$ cat src/rtl/jam_pkg.sv
// Shared types and helpers for the job-assignment engine.
//   jam_state_t : engine FSM states
//   step_ctl_t  : per-cycle strobes from the FSM to the permutation stepper
//   fact(n)     : n!
//   SUM_W(cw,n) : width needed to hold the sum of n costs of width cw
package jam_pkg;

  typedef enum logic [2:0] {
    ST_IDLE,
    ST_ACCUM,
    ST_EVAL,
    ST_SWAP,
    ST_REVERSE,
    ST_DONE
  } jam_state_t;

  typedef struct packed {
    logic init;       // load identity order
    logic clr_pivot;  // entering ACCUM: forget the previous pivot
    logic track;      // ACCUM: watch for ascending neighbour pairs
    logic swap;       // swap order[pivot] with its successor
    logic rev;        // reverse the tail after the pivot
  } step_ctl_t;

  function automatic int unsigned fact(input int unsigned n);
    int unsigned r;
    r = 1;
    for (int unsigned i = 2; i <= n; i++) r = r * i;
    return r;
  endfunction

  function automatic int unsigned SUM_W(input int unsigned cw, input int unsigned n);
    return cw + $clog2(n);
  endfunction

endpackage

$ cat src/rtl/jam_param_if.sv
// Engine-side bus of jam_param: run handshake, cost-table lookup, results.
//   master : the engine (drives W, J, Busy, MatchCount, MinCost, Valid[, BestJob])
//   slave  : the environment (drives Start, Cost)
// JAM_BEST_ASSIGN_EN adds BestJob (N*IW bits, slice k = job of worker k).
interface jam_param_if import jam_pkg::*; #(
  parameter int unsigned N  = 8,
  parameter int unsigned CW = 7,
  parameter int unsigned IW = 3
);
  localparam int unsigned SW = SUM_W(CW, N);

  logic          Start;
  logic [IW-1:0] W;
  logic [IW-1:0] J;
  logic [CW-1:0] Cost;
  logic          Busy;
  logic [15:0]   MatchCount;
  logic [SW-1:0] MinCost;
  logic          Valid;

`ifdef JAM_BEST_ASSIGN_EN
  logic [N*IW-1:0] BestJob;

  modport master (input Start, Cost,
                  output W, J, Busy, MatchCount, MinCost, Valid, BestJob);
  modport slave  (output Start, Cost,
                  input W, J, Busy, MatchCount, MinCost, Valid, BestJob);
`else
  modport master (input Start, Cost,
                  output W, J, Busy, MatchCount, MinCost, Valid);
  modport slave  (output Start, Cost,
                  input W, J, Busy, MatchCount, MinCost, Valid);
`endif

endinterface

$ cat src/rtl/jam_perm_step.sv
// Holds the current permutation order[] and steps it to its lexicographic
// successor (pivot tracking during ACCUM, then SWAP, then REVERSE).
//   CLK, RST    : clock, synchronous active-high reset (order = identity)
//   ctl         : step strobes from the FSM
//   w           : worker index currently presented to the cost table
//   j_c         : order[w], combinational
//   pivot_found : an ascending pair was seen in the last ACCUM pass
//   order_flat  : order[] flattened, slice k = order[k] (JAM_BEST_ASSIGN_EN only)
module jam_perm_step import jam_pkg::*; #(
  parameter int unsigned N  = 8,
  parameter int unsigned IW = 3
) (
  input  logic            CLK,
  input  logic            RST,
  input  step_ctl_t       ctl,
  input  logic [IW-1:0]   w,
  output logic [IW-1:0]   j_c,
`ifdef JAM_BEST_ASSIGN_EN
  output logic [N*IW-1:0] order_flat,
`endif
  output logic            pivot_found
);

  localparam logic [IW-1:0] W_LAST = IW'(N - 1);

  logic [IW-1:0] order_q [N];
  logic [IW-1:0] order_d [N];
  logic [IW-1:0] pivot_q;
  logic [IW-1:0] next_val;
  logic [IW-1:0] piv_val;
  logic [IW-1:0] succ;
  logic [IW-1:0] succ_val;

  // order[w] and order[w+1] by explicit mux (index width may exceed log2(N))
  always_comb begin
    j_c      = '0;
    next_val = '0;
    for (int i = 0; i < int'(N); i++) begin
      if (w == IW'(i)) j_c = order_q[i];
    end
    for (int i = 0; i < int'(N) - 1; i++) begin
      if (w == IW'(i)) next_val = order_q[i+1];
    end
  end

  // successor = largest index past the pivot holding a larger value
  always_comb begin
    piv_val  = '0;
    succ     = '0;
    succ_val = '0;
    for (int i = 0; i < int'(N); i++) begin
      if (pivot_q == IW'(i)) piv_val = order_q[i];
    end
    for (int i = 0; i < int'(N); i++) begin
      if ((IW'(i) > pivot_q) && (order_q[i] > piv_val)) begin
        succ     = IW'(i);
        succ_val = order_q[i];
      end
    end
  end

  // next order: identity load, swap, or tail reversal (all from pre-edge values)
  always_comb begin
    for (int i = 0; i < int'(N); i++) order_d[i] = order_q[i];
    if (ctl.init) begin
      for (int i = 0; i < int'(N); i++) order_d[i] = IW'(i);
    end else if (ctl.swap) begin
      for (int i = 0; i < int'(N); i++) begin
        if (IW'(i) == pivot_q)   order_d[i] = succ_val;
        else if (IW'(i) == succ) order_d[i] = piv_val;
      end
    end else if (ctl.rev) begin
      for (int i = 0; i < int'(N); i++) begin
        for (int k = 0; k < int'(N); k++) begin
          if ((int'(pivot_q) < i) && ((i + k) == (int'(N) + int'(pivot_q))))
            order_d[i] = order_q[k];
        end
      end
    end
  end

  // order and pivot registers; the last ascending pair seen in ACCUM wins
  always_ff @(posedge CLK) begin
    if (RST) begin
      for (int i = 0; i < int'(N); i++) order_q[i] <= IW'(i);
      pivot_q     <= '0;
      pivot_found <= 1'b0;
    end else begin
      for (int i = 0; i < int'(N); i++) order_q[i] <= order_d[i];
      if (ctl.clr_pivot) begin
        pivot_found <= 1'b0;
      end else if (ctl.track && (w < W_LAST) && (j_c < next_val)) begin
        pivot_q     <= w;
        pivot_found <= 1'b1;
      end
    end
  end

`ifdef JAM_BEST_ASSIGN_EN
  always_comb begin
    order_flat = '0;
    for (int k = 0; k < int'(N); k++) order_flat[k*IW +: IW] = order_q[k];
  end
`endif

endmodule

$ cat src/rtl/jam_param.sv
// Parametrised job-assignment engine: walks all N! worker-to-job
// permutations in lexicographic order, sums costs fetched through W/J/Cost,
// and reports the minimum total and the number of permutations reaching it.
//   CLK, RST : clock, synchronous active-high reset (aborts any run)
//   bus      : jam_param_if master (Start/Busy/Valid, W/J/Cost, MinCost,
//              MatchCount, BestJob when JAM_BEST_ASSIGN_EN is defined)
module jam_param import jam_pkg::*; #(
  parameter int unsigned N  = 8,
  parameter int unsigned CW = 7,
  parameter int unsigned IW = 3
) (
  input  logic       CLK,
  input  logic       RST,
  jam_param_if.master bus
);

  localparam int unsigned   SW     = SUM_W(CW, N);
  localparam logic [IW-1:0] W_LAST = IW'(N - 1);

  jam_state_t    state_q, state_d;
  step_ctl_t     ctl;
  logic [IW-1:0] w_q;
  logic [IW-1:0] j_c;
  logic [SW-1:0] sum_q;
  logic [SW-1:0] min_q;
  logic [15:0]   cnt_q;
  logic          busy_q;
  logic          valid_q;
  logic          pivot_found;

`ifdef JAM_BEST_ASSIGN_EN
  logic [N*IW-1:0] order_flat;
  logic [N*IW-1:0] best_q;
`endif

  jam_perm_step #(.N(N), .IW(IW)) u_step (
    .CLK         (CLK),
    .RST         (RST),
    .ctl         (ctl),
    .w           (w_q),
    .j_c         (j_c),
`ifdef JAM_BEST_ASSIGN_EN
    .order_flat  (order_flat),
`endif
    .pivot_found (pivot_found)
  );

  // state register
  always_ff @(posedge CLK) begin
    if (RST) state_q <= ST_IDLE;
    else     state_q <= state_d;
  end

  // next state
  always_comb begin
    state_d = state_q;
    unique case (state_q)
      ST_IDLE:    if (bus.Start) state_d = ST_ACCUM;
      ST_ACCUM:   if (w_q == W_LAST) state_d = ST_EVAL;
      ST_EVAL:    state_d = pivot_found ? ST_SWAP : ST_DONE;
      ST_SWAP:    state_d = ST_REVERSE;
      ST_REVERSE: state_d = ST_ACCUM;
      ST_DONE:    state_d = ST_IDLE;
      default:    state_d = ST_IDLE;
    endcase
  end

  // step strobes to the permutation stepper
  always_comb begin
    ctl = '0;
    unique case (state_q)
      ST_IDLE: begin
        ctl.init      = bus.Start;
        ctl.clr_pivot = bus.Start;
      end
      ST_ACCUM:   ctl.track = 1'b1;
      ST_SWAP:    ctl.swap  = 1'b1;
      ST_REVERSE: ctl.clr_pivot = 1'b1;
      default:    ;
    endcase
    ctl.rev = (state_q == ST_REVERSE);
  end

  // datapath: worker counter, running sum, best total and tie count
  always_ff @(posedge CLK) begin
    if (RST) begin
      w_q     <= '0;
      sum_q   <= '0;
      min_q   <= '1;
      cnt_q   <= '0;
      busy_q  <= 1'b0;
      valid_q <= 1'b0;
    end else begin
      busy_q  <= (state_d inside {ST_ACCUM, ST_EVAL, ST_SWAP, ST_REVERSE});
      valid_q <= (state_d == ST_DONE);
      unique case (state_q)
        ST_IDLE: begin
          if (bus.Start) begin
            w_q   <= '0;
            sum_q <= '0;
            min_q <= '1;
            cnt_q <= '0;
          end
        end
        ST_ACCUM: begin
          sum_q <= sum_q + SW'(bus.Cost);
          w_q   <= (w_q == W_LAST) ? '0 : w_q + IW'(1);
        end
        ST_EVAL: begin
          if (sum_q < min_q) begin
            min_q <= sum_q;
            cnt_q <= 16'd1;
          end else if ((sum_q == min_q) && (cnt_q != 16'hFFFF)) begin
            cnt_q <= cnt_q + 16'd1;
          end
          sum_q <= '0;
        end
        default: ;
      endcase
    end
  end

`ifdef JAM_BEST_ASSIGN_EN
  // first permutation reaching a new minimum
  always_ff @(posedge CLK) begin
    if (RST) begin
      for (int k = 0; k < int'(N); k++) best_q[k*IW +: IW] <= IW'(k);
    end else if ((state_q == ST_EVAL) && (sum_q < min_q)) begin
      best_q <= order_flat;
    end
  end

  assign bus.BestJob = best_q;
`endif

  assign bus.W          = w_q;
  assign bus.J          = j_c;
  assign bus.Busy       = busy_q;
  assign bus.Valid      = valid_q;
  assign bus.MinCost    = min_q;
  assign bus.MatchCount = cnt_q;

endmodule

$ cat src/flat_wrapper.sv
// flat-port wrapper written by rule: the top's interface ports become plain ports
module jam_param_flat import jam_pkg::*;
#(
  parameter int unsigned N  = 8,
  parameter int unsigned CW = 7,
  parameter int unsigned IW = 3
)
  (CLK, RST, bus_Start, bus_Cost, bus_W, bus_J, bus_Busy, bus_MatchCount, bus_MinCost, bus_Valid);
  jam_param_if #(.N(N), .CW(CW), .IW(IW)) bus_i ();
  input  logic CLK;
  input  logic RST;
  input wire logic [$bits(bus_i.Start)-1:0] bus_Start;
  input wire logic [$bits(bus_i.Cost)-1:0] bus_Cost;
  output wire logic [$bits(bus_i.W)-1:0] bus_W;
  output wire logic [$bits(bus_i.J)-1:0] bus_J;
  output wire logic [$bits(bus_i.Busy)-1:0] bus_Busy;
  output wire logic [$bits(bus_i.MatchCount)-1:0] bus_MatchCount;
  output wire logic [$bits(bus_i.MinCost)-1:0] bus_MinCost;
  output wire logic [$bits(bus_i.Valid)-1:0] bus_Valid;
  assign bus_i.Start = bus_Start;
  assign bus_i.Cost = bus_Cost;
  assign bus_W = bus_i.W;
  assign bus_J = bus_i.J;
  assign bus_Busy = bus_i.Busy;
  assign bus_MatchCount = bus_i.MatchCount;
  assign bus_MinCost = bus_i.MinCost;
  assign bus_Valid = bus_i.Valid;
  jam_param #(.N(N), .CW(CW), .IW(IW)) u_core (.CLK(CLK), .RST(RST), .bus(bus_i));
endmodule
$ cat config.mk
export PLATFORM = sky130hd
export DESIGN_NAME = jam_param_flat
export DESIGN_NICKNAME = d
export VERILOG_FILES = /design/src/rtl/jam_pkg.sv /design/src/rtl/jam_param_if.sv /design/src/rtl/jam_perm_step.sv /design/src/rtl/jam_param.sv /design/src/flat_wrapper.sv
export SDC_FILE = /design/constraint.sdc
export NUM_CORES = 1
export LEC_CHECK = 0
export ABC_AREA = 1
export BUFFER_PORTS_ARGS = -buffer_cell sky130_fd_sc_hd__buf_2
export CELL_PAD_IN_SITES_DETAIL_PLACEMENT = 1
export CELL_PAD_IN_SITES_GLOBAL_PLACEMENT = 1
export CORE_MARGIN = 2
export CORE_UTILIZATION = 25
export DETAILED_ROUTE_END_ITERATION = 8
export HOLD_SLACK_MARGIN = 0.15
export PLACE_DENSITY_LB_ADDON = 0.25
export SYNTH_ARGS = -nofsm -noshare
export SYNTH_HDL_FRONTEND = slang
export SYNTH_SLANG_ARGS = --single-unit
$ cat constraint.sdc
create_clock -name CLK -period 4.05 [get_ports CLK]
set_clock_uncertainty 0.15 [all_clocks]
set_input_delay 0.2025 -clock CLK [delete_from_list [all_inputs] [get_ports CLK]]
set_output_delay 0.2025 -clock CLK [all_outputs]
set_load 0.005 [all_outputs]
==> impl_results.md <==
* Fin crit period at 3.83 ns
* Kind of critical path: reg -> reg
* Vias in the first global route at 7148
* Clock buffer depth at 2
* Inst Count DP at 1358
* Seq cells post-synth at 72
* Via count at 7099
* Mux cell area share after synthesis at 0%
* Congestion Overflow GR at 0
* Area grow syn2layout at 20.3%
* Seq pwr share at 30.1%
* # Max-Cap Violations at 0
* Post-synthesis compound-gate area fraction at 25.8%
* Setup TNS at 0 ns
* Antenna violations before repair at 0
* Final total power at 2.50 mW
* Die width at 160 µm
* Int Pwr at 1.55 mW
* Num CTS Buffers at 9
* Ports at 44
* Violation count after the first detailed-route iteration at 461
* Worst Hold Class: in -> reg
* Post-synth EDFFs at 0
* Tot GR Track Use at 20.1%
* FILL cells at 3099
* Worst endpoint data arrival time at 3.97 ns
* Clock Sinks at 72
* Post-Syn Instances at 989
* Starting Density at 25.6%
* CTS clk-pin slew, worst paths at 0.06 ns
* Maximum VDD drop at 0.191 mV
* Leak at 3.48 nW
* Vias per cell at 5.14
* Rel. slew slack at 50.6%
* Height of the chip at 160 µm
* Multi-input gate area at 0.00396 mm²
* CTS tree: done
* Fin cells at 1381
* CP max FO at 8
* Status: complete, no violations
* Largest net degree at the start of global routing at 30
* Fin Hold WS at 0.189 ns
* Count of input and output buffers at 43
* First-pass GRT wire length at 40.1 mm
* Root Driver: clkbuf_16
* Largest family of logic cells by synthesized area: simple AND/OR/NAND/NOR gates
* Worst Setup Start Kind: flop
* Synth Area in Adders at 8.60%
* Layout cells sized above 1 at 13.9%
* Final Hold Viols at 0
* Comb power frac at 33.7%
* Synth Net Count at 1040
* Fraction of registers with async set/reset at 0%
* WL/cell at 18.5 µm
* Synth Flop Type: dfxtp_1
* Row count at 56
* Top-area cell type share of the netlist area at 23.8%
* Syn_area_per_cell at 6.12 µm²
* Die ar. at 0.0255 mm²
* Pre-antenna DRT Iters at 5
* Tightest Pin Transition at 0.736 ns
* Top cells by area, synth: dfxtp_1 (24%), nand2_1 (13%), inv_1 (9.4%)
* Crit path required time at 4.19 ns
* H-Tree Depth at 3
* Slew Limit Fails at 0
* Final Util at 30.8%
* DRT Wirelength at 25.5 mm
* DRC viols at 0
* Synthesis Warnings at 0
* Simple-gate share of the synthesized area at 29.5%
* GP Congestion at 0.933
* Sw frac at 38.0%
* Detailed placement HPWL at 20.0 mm
* Final period utilization at 94.6%
* Design Area, Final at 0.00728 mm²
* Mapped Area at 0.00605 mm²
* XOR/XNOR share of the synthesized area at 0%
* Core ar. at 0.0236 mm²
* Total area of sequential cells at 0.00144 mm²
* Pre-CTS worst setup slack at -0.0517 ns
* Post-synthesis cell type count at 49
* PD cells at 343 mW/mm²
* Register area share after synthesis at 23.8%
* Endpoints failing setup at 0
* Clk_lat worst skew at 0.36 ns
* Dominant cell type by area after synthesis: dfxtp_1
* Worst setup EP type: flop
* Placed instance area at 0.00682 mm²
* Setup WS post-layout at 0.221 ns
* Final Net Count at 1107
* Clock network fraction of design power at 36.3%
* Fmax at 261 MHz
* Remaining antenna violation count at 0
* Net Sw Power at 0.947 mW
-- power by group through the flow --
stage | clock, mW | sequential [mW] | combinational, mW
final | 0.905 | 0.750 | 0.840
after global routing | 0.956 | 0.754 | 0.947
after CTS | 0.932 | 0.749 | 0.808
after detailed placement | 0 | 0.765 | 0.802
after global placement | 0 | 0.764 | 0.794
after floorplan | 0 | 0.760 | 0.549
-- synth_stat cells (13+ instances only) --
cell / n
dfxtp_1: 72
nand4_1: 18
nand3_1: 54
o21ai_0: 94
o211ai_1: 33
ha_1: 40
nor3_1: 18
a21oi_1: 89
nand2_1: 205
clkbuf_1: 26
o22ai_1: 13
nor2_1: 86
inv_1: 151
-- registers in the layout, summed over array words and instances, names as in the netlist, 3 cells and up --
| name | count |
|---|---|
| u_core.bus.MinCost | 10 |
| u_core.bus.W | 3 |
| u_core.u_step.pivot_q | 3 |
| u_core.u_step.order_q | 24 |
| u_core.state_q | 3 |
| u_core.bus.MatchCount | 16 |
| u_core.sum_q | 10 |
-- path summary, 6_finish.rpt --
kind / cells after the start / start / end / slack, ns
setup reg to reg: 24 / u_core.u_step.pivot_q[2]$_SDFFE_PP0P_ / u_core.u_step.order_q[1][4]$_SDFFE_PP0P_ / 0.22
hold reg to reg: 2 / u_core.u_step.pivot_found$_SDFFE_PP0P_ / u_core.u_step.pivot_found$_SDFFE_PP0P_ / 0.34
setup / recovery: 24 / u_core.u_step.pivot_q[2]$_SDFFE_PP0P_ / u_core.u_step.order_q[1][4]$_SDFFE_PP0P_ / 0.22
hold / removal: 4 / bus_Cost[1] / u_core.sum_q[1]$_SDFFE_PP0P_ / 0.19
-- kinds of logic after synthesis --
| family | Yosys count |
|---|---|
| fa+ha+maj | 41 |
| compound gates | 273 |
| simple gates | 409 |
| buf+inv | 194 |
| flops | 72 |
-- area by class of cell --
cell class / instances / area share [%]
Tap cell: 319 / 5.48
Antenna cell: 1 / 0.0344
Timing Repair Buffer: 87 / 7.52
Sequential cell: 72 / 19.8
Clock inverter: 6 / 1.27
Clock buffer: 10 / 3.14
Inverter: 163 / 8.40
Multi-Input combinational cell: 723 / 54.3
-- per-layer routing --
metal / GRT usage [%] / up-vias / share of wire (%)
met5: 0 / - / 0
met4: 8.14 / 0 / 3.2
met3: 3.78 / 52 / 6.8
met2: 32.3 / 212 / 45
met1: 26.5 / 3382 / 45
li1: - / 3453 / -
-- cell usage in the layout, fill, tap and decap left out, types with 4 or more instances in the layout --
cell	n
nor2_1	83
inv_2	7
inv_1	151
ha_1	40
o21ai_1	7
o21ai_0	92
dfxtp_1	71
a21oi_1	87
o211ai_1	33
nor3_1	17
nand2_2	14
clkbuf_16	9
buf_4	43
buf_2	43
nand3b_1	4
nor2_4	4
nand3_1	51
a31oi_1	9
o22ai_1	13
nor2_2	5
nand2_1	197
clkinv_1	5
a211oi_1	7
nand4_1	18
-- critical path, cell delays in order, from the launching register on --
cell	delay, ns
dfxtp_1	0.36
nor2_4	0.19
nand2_1	0.10
buf_4	0.17
o22ai_1	0.11
a21oi_1	0.07
o211ai_1	0.16
o21ai_1	0.13
o211ai_1	0.20
o21ai_4	0.17
buf_4	0.20
ha_1	0.31
nand4_1	0.10
nand2_1	0.05
inv_1	0.09
nand2_2	0.12
nand2_2	0.14
inv_2	0.06
a21oi_4	0.18
nand3_2	0.12
nand2_1	0.11
nand3_1	0.18
nand2_1	0.12
nand2_1	0.06
nor2_1	0.12
-- what timing repair did --
| action | CTS | global route |
|---|---|---|
| hold endpoints to repair | 12 | 0 |
| endpoints found under the setup margin | 11 | 24 |
| buffers inserted | 0 | 5 |
| hold buffers | 1 | 0 |
| pin swaps | 0 | 4 |
| gates resized for setup | 1 | 24 |
(Power assumes the default switching activity.)
